## config.mk

```make
export PLATFORM = sky130hd
export DESIGN_NAME = rr_arbiter_n
export DESIGN_NICKNAME = d
export VERILOG_FILES = /design/src/rtl/rr_arbiter_n.sv
export SDC_FILE = /design/constraint.sdc
export NUM_CORES = 1
export LEC_CHECK = 0
export CAP_MARGIN = 20
export CORE_MARGIN = 2
export CORE_UTILIZATION = 43
export DETAILED_ROUTE_END_ITERATION = 16
export PLACE_DENSITY = 0.73
export SETUP_SLACK_MARGIN = 0.4
export SYNTH_ARGS = -nofsm -noshare
export SYNTH_HDL_FRONTEND = slang
export SYNTH_SLANG_ARGS = --single-unit
```

## constraint.sdc

```tcl
create_clock -name clk -period 1.5 [get_ports clk]
set_input_delay 0.225 -clock clk [delete_from_list [all_inputs] [get_ports clk]]
set_output_delay 0.225 -clock clk [all_outputs]
set_load 0.005 [all_outputs]
```

## src/rtl/rr_arbiter_n.sv

```systemverilog
// rr_arbiter_n: N-way round-robin arbiter with a registered one-hot grant and owner lock.
// Define ARB_HOLD_TIMEOUT_EN to bound a locked owner's tenure to MAX_HOLD cycles while others wait.
module rr_arbiter_n #(
  parameter  int N_REQ    = 4,
  parameter  int MAX_HOLD = 16,
  localparam int IDX_W    = (N_REQ > 1) ? $clog2(N_REQ) : 1
) (
  input  logic             clk,
  input  logic             reset,
  input  logic [N_REQ-1:0] req,
  input  logic [N_REQ-1:0] lock,
  output logic [N_REQ-1:0] grant,
  output logic             grant_valid,
  output logic [IDX_W-1:0] grant_idx
);

  typedef enum logic {IDLE, OWNED} state_t;

  state_t           state_q;
  logic [N_REQ-1:0] grant_q;
  logic             valid_q;
  logic [IDX_W-1:0] idx_q;
  logic [IDX_W-1:0] ptr_q;

  logic             others;
  logic             force_rot;
  logic             keep;
  logic [N_REQ-1:0] req_m;
  logic             found;
  logic [IDX_W-1:0] cand;
  logic [IDX_W-1:0] win_d;
  logic [IDX_W-1:0] ptr_d;

  // grant_q is zero when idle, so these terms only see the current owner
  assign others = |(req & ~grant_q);
  assign keep   = (|(req & lock & grant_q)) & ~force_rot;
  assign req_m  = force_rot ? (req & ~grant_q) : req;

`ifdef ARB_HOLD_TIMEOUT_EN
  localparam int              HC_W      = (MAX_HOLD > 1) ? $clog2(MAX_HOLD) : 1;
  localparam logic [HC_W-1:0] HOLD_LAST = HC_W'(MAX_HOLD - 1);

  logic [HC_W-1:0] hold_q;

  assign force_rot = (hold_q == HOLD_LAST) && others;

  always_ff @(posedge clk or posedge reset) begin
    if (reset) begin
      hold_q <= '0;
    end else if (state_q == OWNED && keep) begin
      if (hold_q != HOLD_LAST) hold_q <= hold_q + 1'b1;
    end else begin
      hold_q <= '0;
    end
  end
`else
  logic [31:0] unused_max_hold;

  assign unused_max_hold = MAX_HOLD;
  assign force_rot       = 1'b0;
`endif

  // Scan from the priority pointer; the owner sits last in the order since ptr = owner+1
  always_comb begin
    found = 1'b0;
    cand  = '0;
    win_d = idx_q;
    for (int k = 0; k < N_REQ; k++) begin
      cand = IDX_W'((int'(ptr_q) + k) % N_REQ);
      if (!found && req_m[cand]) begin
        found = 1'b1;
        win_d = cand;
      end
    end
    ptr_d = IDX_W'((int'(win_d) + 1) % N_REQ);
  end

  always_ff @(posedge clk or posedge reset) begin
    if (reset) begin
      state_q <= IDLE;
      grant_q <= '0;
      valid_q <= 1'b0;
      idx_q   <= '0;
      ptr_q   <= '0;
    end else if (!(state_q == OWNED && keep)) begin
      if (found) begin
        state_q <= OWNED;
        grant_q <= N_REQ'(1) << win_d;
        valid_q <= 1'b1;
        idx_q   <= win_d;
        ptr_q   <= ptr_d;
      end else begin
        state_q <= IDLE;
        grant_q <= '0;
        valid_q <= 1'b0;
      end
    end
  end

  assign grant       = grant_q;
  assign grant_valid = valid_q;
  assign grant_idx   = idx_q;

endmodule
```

==> results.cfg <==
[run_status]
outcome = complete, but fails checks
violations = setup timing

[yosys]
syn_area_per_cell_um2 = 8.38
yosysSeqAreaShare = 0.313
synth_warnings = 0
synth_edf_count = 0
synthArstFlopShare = 1.00
syn_area_um2 = 721
syn-num-nets = 96
ys_types = 38
ys.flop_type = dfrtp_1
syn_inst = 86
synth-seq-cells = 9

[floorplanning]
rows = 14
die_w_um = 44.9
core_um2 = 1540
die-area_um2 = 2020
io_pins = 17
die_h_um = 44.9
start_util = 0.468

[timing]
slew_viol_final = 0
layout_setup_ws_ns = -0.209
holdWs_ns = 0.226
period_needed_ns = 1.71
finalCritPeriodShare = 1.14
relSlewSlack = 0.757
max_freq_mhz = 585
fin_worst_skew_ns = 0.00141
setup_violations = 8
hold_viol = 0
worstMarginPinSlew_ns = 0.363
rsz0062_at_grt = true

[cts]
clock_path_buffers = 2
clkSinkCount = 9
cts_max_level = 1
root_buffer = clkbuf_4
clk_pin_slew_ns = 0.06
ctsHoldBuffers = 0
cts_buffers = 3
cts_tree = built
insertion_delay_ns = 0.27

[global_route]
overflow = 0
grt_pass1_wl_um = 4180
first_global_vias = 892
grt_use_total = 0.290
grt_antenna_before_repair = 0
grt_max_degree = 10

[place]
numPortBuffers = 16
place_ws_ns = -0.520
dp_hpwl_um = 1560
place_congestion = 0.880
dpl.cell_count = 137

[detailed_routing]
drc = 0
drtIter0Drc = 20
first_pass_iters = 4
avgRoutedWirePerCell_um = 18.4
totalWireLength_um = 2870
viasPerCell = 5.92
vias = 924
final_antenna_net_count = 0

[setup_path]
crit_fanout = 5
r2r_start = ptr_q[0]
timing.rr.end = grant[2]
r2r_slack_ns = -0.21
r2r_cells = 9
crit_path_end_kind = flop
cp.required_ns = 1.65
start_kind = flop
cp-startpoint = ptr_q[0]
criticalPathCategory = flop to flop
arrival_ns = 1.85

[power_and_ir_drop]
pwr_density_cell_nw_per_um2 = 1840
total_power_uw = 2410
peakVddDrop_mv = 1.72
power_leakage_uw = 0.000612

[layout]
area_growth_pct = 81.9
mostFrequentLayoutCells = 28 x buf_4, 15 x buf_6, 11 x nand2_1, 7 x inv_1, 7 x dfrtp_1
final_common_cell = buf_4
diodes = 0
layout-drive-gt1-share = 0.507
final_util = 0.851
final_cells = 156
fin_nets = 151

[min_path]
hold_class = input port to asynchronous set/reset pin

[run]
max_cap_viol_count = 0
[cell usage after synthesis (3+ instances only)]
master	number	area share
dfrtp_1	9	0.31
o22ai_1	4	0.035
buf_2	3	0.021
nor2_1	4	0.021
a21oi_1	3	0.021
nand3_1	6	0.042
inv_1	7	0.036
nor2b_1	4	0.035
nand2_1	11	0.057
[routing by layer]
metal  global-route usage  wire length, um
met5                    0                0
met3               0.0160              186
met2                0.526             1460
met4                0.129              116
met1                0.348             1110
[flip-flops by register name (all words and copies together) (netlist names)]
signal,flops
grant,4
ptr_q,2
grant_idx,2
state_q,1
[power by group]
part	internal [uW]	leakage [uW]	switching [uW]	total [uW]
clock network	103	0.0000150	88.9	192
logic	983	0.000490	782	1760
registers	358	0.000107	93.2	451
[through the flow]
stage / TNS (ns) / area (um2)
2_1_floorplan: 0 / 741
3_3_place_gp: -3.29 / 1060
3_5_place_dp: -3.85 / 1060
4_1_cts: -0.973 / 1240
5_1_grt: -1.80 / 1310
6_report: -1.31 / 1310
[area by class of cell]
class / instances / area, um2
Sequential cell: 9 / 228
Inverter: 8 / 32.5
Timing Repair Buffer: 56 / 509
Clock buffer: 4 / 26.3
Multi-Input combinational cell: 63 / 495
Fill cell: 83 / 230
Tap cell: 16 / 20.0
[worst max path at each step]
| stage | to |
|---|---|
| 4_1_cts | ptr_q[1] |
| 5_1_grt | ptr_q[1] |
| 3_5_place_dp | ptr_q[1] |
| 3_3_place_gp | ptr_q[1] |
| 6_report | grant[2] |
| 2_1_floorplan | ptr_q[1] |
[timing repair]
item | in CTS | in global routing
endpoints found under the setup margin | 16 | 13
resized for setup | 46 | 11
pin swaps | 5 | 3
buffers inserted | 13 | 2
[worst max-delay path, cell delays in order (launching register included)]
cell and delay [ns]:
dfrtp_2 0.44, buf_6 0.15, buf_12 0.13, nor3b_4 0.19, a31oi_2 0.07, nor3_2 0.23, o41ai_4 0.09, buf_6 0.16
inv_4 0.07, o22ai_2 0.06
[kinds of logic after synthesis]
kind of cell,share of synthesized area
simple gates,0.295
compound gates,0.280
buf+inv,0.0989
flops,0.313
mux,0.0139
Note: power is estimated with default switching activity, not from simulation.
